### src/rtl/jtag_tdr_pkg.sv
// rtl/jtag_tdr_pkg.sv - shared constants and chain-length helper for the JTAG TDR bank
package jtag_tdr_pkg;

    localparam int DEF_DR_WIDTH  = 8;
    localparam int DEF_TDR_COUNT = 4;
    localparam int DEF_SEL_W     = 4;
    localparam int SEL_BYPASS    = 0;

    // Expected shift length of the path chosen by sel: a full chain, or the 1-bit bypass
    function automatic int chain_len(input int sel, input int tdr_count, input int dr_width);
        if (sel != SEL_BYPASS && sel <= tdr_count)
            return dr_width;
        return 1;
    endfunction

endpackage

### src/rtl/jtag_tdr_cell.sv
// rtl/jtag_tdr_cell.sv - one TDR chain: capture/shift register, update register, update strobe
module jtag_tdr_cell #(
    parameter int                  DR_WIDTH = 8,
    parameter logic [DR_WIDTH-1:0] DR_RESET = '0
) (
    input  logic                i_clk,
    input  logic                i_rst_n,
    input  logic                i_sel,
    input  logic                i_tdi,
    input  logic                i_capture,
    input  logic                i_shift,
    input  logic                i_update,
    input  logic [DR_WIDTH-1:0] i_dr_in,
    output logic                o_msb,
    output logic [DR_WIDTH-1:0] o_dr_out,
    output logic                o_strobe
);

    logic [DR_WIDTH-1:0] r_shift;
    logic [DR_WIDTH-1:0] r_dr_out;
    logic                r_strobe;

    always_ff @(posedge i_clk or negedge i_rst_n) begin
        if (!i_rst_n) begin
            r_shift  <= '0;
            r_dr_out <= DR_RESET;
            r_strobe <= 1'b0;
        end else begin
            r_strobe <= 1'b0;
            if (i_sel) begin
                if (i_capture)
                    r_shift <= i_dr_in;
                else if (i_shift)
                    r_shift <= {r_shift[DR_WIDTH-2:0], i_tdi};
                else if (i_update) begin
                    r_dr_out <= r_shift;
                    r_strobe <= 1'b1;
                end
            end
        end
    end

    assign o_msb    = r_shift[DR_WIDTH-1];
    assign o_dr_out = r_dr_out;
    assign o_strobe = r_strobe;

endmodule

### src/rtl/jtag_tdr_bank.sv
// rtl/jtag_tdr_bank.sv - bank of JTAG test data registers with bypass; TDR_SHIFT_CHECK_EN adds shift-length checking
module jtag_tdr_bank
    import jtag_tdr_pkg::*;
#(
    parameter int                  DR_WIDTH  = DEF_DR_WIDTH,
    parameter int                  TDR_COUNT = DEF_TDR_COUNT,
    parameter int                  SEL_W     = DEF_SEL_W,
    parameter logic [DR_WIDTH-1:0] DR_RESET  = '0
) (
    input  logic                          TCK,
    input  logic                          TRST_n,
    input  logic                          TDI,
    input  logic                          tdr_select,
    input  logic [SEL_W-1:0]              ir_sel,
    input  logic                          Capture_DR,
    input  logic                          Shift_DR,
    input  logic                          Update_DR,
    input  logic [TDR_COUNT*DR_WIDTH-1:0] DR_in,
    output logic [TDR_COUNT*DR_WIDTH-1:0] DR_out,
    output logic [TDR_COUNT-1:0]          update_strobe,
    output logic                          TDO,
    output logic                          shift_len_err
);

    logic [TDR_COUNT-1:0] w_chain_hit;
    logic [TDR_COUNT-1:0] w_msb;
    logic                 w_upd_ok;
    logic                 w_tdo_src;
    logic                 r_bypass;
    logic                 r_tdo;

    genvar g;
    generate
        for (g = 0; g < TDR_COUNT; g++) begin : g_chain
            assign w_chain_hit[g] = (ir_sel == SEL_W'(g + 1));

            jtag_tdr_cell #(
                .DR_WIDTH (DR_WIDTH),
                .DR_RESET (DR_RESET)
            ) u_cell (
                .i_clk     (TCK),
                .i_rst_n   (TRST_n),
                .i_sel     (tdr_select & w_chain_hit[g]),
                .i_tdi     (TDI),
                .i_capture (Capture_DR),
                .i_shift   (Shift_DR),
                .i_update  (Update_DR & w_upd_ok),
                .i_dr_in   (DR_in[g*DR_WIDTH +: DR_WIDTH]),
                .o_msb     (w_msb[g]),
                .o_dr_out  (DR_out[g*DR_WIDTH +: DR_WIDTH]),
                .o_strobe  (update_strobe[g])
            );
        end
    endgenerate

    // Unmapped ir_sel codes fall through to bypass, same as code 0
    always_ff @(posedge TCK or negedge TRST_n) begin
        if (!TRST_n)
            r_bypass <= 1'b0;
        else if (tdr_select && !(|w_chain_hit)) begin
            if (Capture_DR)
                r_bypass <= 1'b0;
            else if (Shift_DR)
                r_bypass <= TDI;
        end
    end

    always_comb begin
        w_tdo_src = r_bypass;
        for (int k = 0; k < TDR_COUNT; k++)
            if (w_chain_hit[k])
                w_tdo_src = w_msb[k];
    end

    always_ff @(negedge TCK or negedge TRST_n) begin
        if (!TRST_n)
            r_tdo <= 1'b0;
        else if (tdr_select)
            r_tdo <= w_tdo_src;
    end

    assign TDO = r_tdo;

`ifdef TDR_SHIFT_CHECK_EN
    localparam int CNT_MAX = 2 * DR_WIDTH;
    localparam int CNT_W   = $clog2(CNT_MAX + 1);

    logic [CNT_W-1:0] r_shift_cnt;
    logic             r_len_err;

    assign w_upd_ok = (int'(r_shift_cnt) == chain_len(int'(ir_sel), TDR_COUNT, DR_WIDTH));

    always_ff @(posedge TCK or negedge TRST_n) begin
        if (!TRST_n) begin
            r_shift_cnt <= '0;
            r_len_err   <= 1'b0;
        end else if (tdr_select) begin
            if (Capture_DR) begin
                r_shift_cnt <= '0;
                r_len_err   <= 1'b0;
            end else if (Shift_DR) begin
                if (r_shift_cnt != CNT_W'(CNT_MAX))
                    r_shift_cnt <= r_shift_cnt + 1'b1;
            end else if (Update_DR && !w_upd_ok)
                r_len_err <= 1'b1;
        end
    end

    assign shift_len_err = r_len_err;
`else
    assign w_upd_ok      = 1'b1;
    assign shift_len_err = 1'b0;
`endif

endmodule

### config.mk
export PLATFORM = sky130hd
export DESIGN_NAME = jtag_tdr_bank
export DESIGN_NICKNAME = d
export VERILOG_FILES = /design/src/rtl/jtag_tdr_pkg.sv /design/src/rtl/jtag_tdr_cell.sv /design/src/rtl/jtag_tdr_bank.sv
export SDC_FILE = /design/constraint.sdc
export NUM_CORES = 1
export LEC_CHECK = 0
export BUFFER_PORTS_ARGS = -buffer_cell sky130_fd_sc_hd__buf_2
export CAP_MARGIN = 20
export CORE_AREA = 2 2 80 82
export CTS_CLUSTER_DIAMETER = 60
export DETAILED_ROUTE_END_ITERATION = 16
export DIE_AREA = 0 0 82 84
export GPL_TIMING_DRIVEN = 0
export MAX_ROUTING_LAYER = met4
export PLACE_DENSITY = 0.85
export SYNTH_ARGS = -nofsm -noshare
export SYNTH_HDL_FRONTEND = slang
export SYNTH_SLANG_ARGS = --single-unit
### constraint.sdc
create_clock -name TCK -period 1.7 [get_ports TCK]
set_clock_uncertainty 0.2 [all_clocks]
set_input_delay 0.17 -clock TCK [delete_from_list [all_inputs] [get_ports TCK]]
set_output_delay 0.17 -clock TCK [all_outputs]
set_load 0.01 [all_outputs]
Yosys cells after proc, flatten, opt, wreduce, memory -nomap -nowiden
Index checks and enable logic that the tools add are counted.

Bitwise operators: 6. Reductions and logical operators: 13. Equal/unequal tests: 4. Mux-type cells: 21.

Operators by type and width (number): 8-bit 2-to-1 mux (8); 4-bit AND reduction (4); 1-bit 2-to-1 mux (13); 2-bit AND reduction (5); 4-bit by 2-bit == test with 1-bit output, second input constant (2); 1-bit AND (4); 4-bit by 1-bit == test with 1-bit output, second input constant (1); 4-bit by 3-bit == test with 1-bit output, second input constant (1); 4-bit OR reduction (1); 1-bit inverter (2); 2-bit nonzero test (1); 1-bit logical AND (1); 1-bit logical NOT (1).

Output and inout port bits: 38. Bits in registers: 70. Bits of input ports: 43.

Logic depth before layout (Yosys ltp)
Depth after elaboration: 5. Depth in mapped cells: 7. Mapped depth without buffers: 4.

By module
A second synthesis with hierarchy kept.

Cells, all modules: 283. Area total of the unflattened synthesis: 3199.3 um^2.

By module, submodules not included: jtag_tdr_cell (area each 737.0 um^2, cells each 63, times used 4); jtag_tdr_bank (area each 251.5 um^2, cells each 31, times used 1).

==> flow_summary.yaml <==
setup_path:
  worstPathArrival_ns: 1.39
  criticalPathCategory: "flip-flop to flip-flop"
  critPathLaunchType: "flip-flop"
  reg2reg_to: "TDO"
  timing.rr.start: "g_chain[2].u_cell.r_shift[7]"
  critPathMaxFanout: 3
  reg2reg_depth: 4
  end_kind: "flip-flop"
  critPathRequiredTime_ns: 0.82
  r2r_slack_ns: -0.57
final_layout:
  area_growth_pct: 33.9
  multi_input_area_mm2: 0.00120
  n_antenna_cell: 0
  final_cells: 452
  drive_gt1_frac: 0.405
  seq_area_mm2: 0.00175
  nets: 413
  fillerInstances: 494
  finish.utilization: 0.673
  final_area_mm2: 0.00411
die:
  initial_core_util: 0.503
  ios: 81
  rows: 29
  die_w_um: 82
  core_mm2: 0.00610
  fp.dieH_um: 84
  die-area_mm2: 0.00689
synthesis:
  ys_seq_area_frac: 0.571
  ys_types: 31
  syn_area_mm2: 0.00307
  syn_inst: 250
  async_flop_share: 1.00
  ys_ff_latch: 70
  synth_flop_cell: "dfrtp_1"
  syn_area_per_cell_um2: 12.3
  synth_edf_count: 0
  synth_fp_nets: 293
  yosysWarnings: 0
power:
  power_frac_seq: 0.504
  pwr-share-clk: 0.346
  swShare: 0.256
  power_density_mw_per_mm2: 1000
  p_leak_nw: 2.20
  p_sw_mw: 1.05
  internal-power_mw: 3.07
  vdd_ir_drop_max_mv: 0.793
  power_frac_comb: 0.151
timing:
  finalSetupViolations: 2
  final.setup.tns_ns: -0.943
  finalHoldViolCount: 69
  rsz0062_at_grt: "yes"
  hold-worst-slack_ns: -0.247
  worst_slew_pin_slew_ns: 0.853
  slew_violations: 0
  worst_slack_ns: -0.571
  max-slew-margin-rel: 0.432
detailed_routing:
  detail-route-antenna-nets: 0
  wl_per_cell_um: 14.9
  num_vias: 2256
  drc: 0
  via_per_inst: 4.99
  drt_wl_total_mm: 6.74
  first_iter_violations: 114
  drt_pass1_iterations: 4
grt:
  grtUsageTotal: 0.218
  grt_max_degree: 71
  antenna_found_initial: 0
  grt_pass1_wl_mm: 11.1
  grt-ovfl-total: 0
  grt_pass1_vias: 2397
placed_design:
  dp_slack_ns: -0.585
  place_inst: 403
  place_congestion: 0.797
  numPortBuffers: 76
  dpl.hpwl_mm: 4.30
  place_area_mm2: 0.00355
clock_network:
  cts_root_buf: "clkbuf_8"
  htreeDepth: 3
  clock_path_buffers: 2
  cts_hold_buf: 32
  clock_sinks: 70
  path_clk_slew_ns: 0.07
  clock_latency_ns: 0.33
  cts_buffers: 9
  cts_tree: "yes"
outcome:
  violations: "hold timing, setup timing"
  status: "finished with violations"
flow_run:
  max_cap_viol_count: 0
worst_hold_path:
  hold_path.class: "input pin to async pin"
==> metrics by stage <==
step                      power [mW]  hold WS (ns)
after detailed placement        2.66         0.145
after global routing            4.36        -0.189
after CTS                       4.16        -0.218
final                           4.12        -0.247
after floorplan                 2.42        -0.326
after global placement          2.62         0.257
==> Yosys cell counts, types with 2 or more instances <==
cell,instances,share of area
dfrtp_1,69,0.56
mux2_2,33,0.12
mux2i_1,28,0.091
a21oi_1,21,0.034
nor2_1,19,0.023
nand2_1,18,0.022
o21ai_0,16,0.026
buf_2,9,0.015
buf_4,7,0.017
inv_1,4,0.0049
and2_1,2,0.0041
nand2_2,2,0.0041
nand3b_1,2,0.0049
nor4b_4,2,0.016
o21ai_1,2,0.0033
==> power groups by stage <==
stage               Sequential [mW]  Combinational [mW]  Clock (mW)
floorplan                      2.08               0.334           0
global placement               2.09               0.533           0
detailed placement             2.10               0.559           0
CTS                            2.07               0.622        1.46
global route                   2.11               0.706        1.54
finish                         2.08               0.621        1.43
==> critical path, cell delays in order (launching register included) <==
cell	delay (ns)
dfrtp_1	0.40
and4b_1	0.19
a21oi_2	0.11
o2111ai_1	0.11
o221a_2	0.24
==> placed cells by master (no fill, tap or decap), types with 10 or more instances in the layout <==
cell,Yosys,layout
a21oi_1,21,20
buf_2,9,82
buf_4,7,10
clkbuf_8,0,13
dfrtp_1,69,69
dlygate4sd3_1,0,32
mux2_2,33,33
mux2i_1,28,28
nand2_1,18,18
nor2_1,19,19
o21ai_0,16,16
==> worst max path at each step <==
stage                                 startpoint  endpoint
CTS                 g_chain[2].u_cell.r_shift[7]       TDO
detailed placement  g_chain[2].u_cell.r_shift[7]       TDO
floorplan           g_chain[2].u_cell.r_shift[7]       TDO
global route        g_chain[2].u_cell.r_shift[7]       TDO
finish              g_chain[2].u_cell.r_shift[7]       TDO
global placement                          TRST_n       TDO
==> flip-flops by register name, indices dropped and copies added (netlist names) <==
name and flops:
g_chain.u_cell.o_dr_out 32, g_chain.u_cell.r_shift 32, g_chain.u_cell.o_strobe 4, TDO 1
r_bypass 1
==> logic make-up (layout without fill, tap and decap cells) <==
| kind of cell | Yosys count | count (layout) | share of synthesized area |
|---|---|---|---|
| other | 1 | 1 | 0.00122 |
| DFF | 70 | 70 | 0.571 |
| muxes | 61 | 61 | 0.213 |
| AOI/OAI and AO/OA | 43 | 43 | 0.0747 |
| xor gates and xnor gates | 1 | 1 | 0.00286 |
| and+or+nand+nor | 53 | 53 | 0.0996 |
| buffers and inverters | 21 | 146 | 0.0379 |
==> final cells by class <==
type	instances	area share
Buffer	17	0.0253
Clock buffer	13	0.0436
Clock inverter	3	0.00975
Inverter	4	0.00366
Multi-Input combinational cell	159	0.293
Sequential cell	70	0.427
Tap cell	77	0.0235
Timing Repair Buffer	109	0.175
==> layer usage <==
| layer | vias up | GRT usage | share of wire |
|---|---|---|---|
| met3 | 12 | 0.0444 | 0.044 |
| li1 | 1099 | - | - |
| met2 | 57 | 0.343 | 0.50 |
| met4 | 0 | 0.0727 | 0.015 |
| met1 | 1088 | 0.281 | 0.44 |
| met5 | - | - | 0 |
==> repair_timing <==
item / CTS / global route
hold endpoints to repair: 101 / 69
gates resized for setup: 2 / 0
pin swaps: 1 / 0
endpoints found under the setup margin: 2 / 2
setup buffers: 0 / 1
Power figures use the tool's default switching activity.
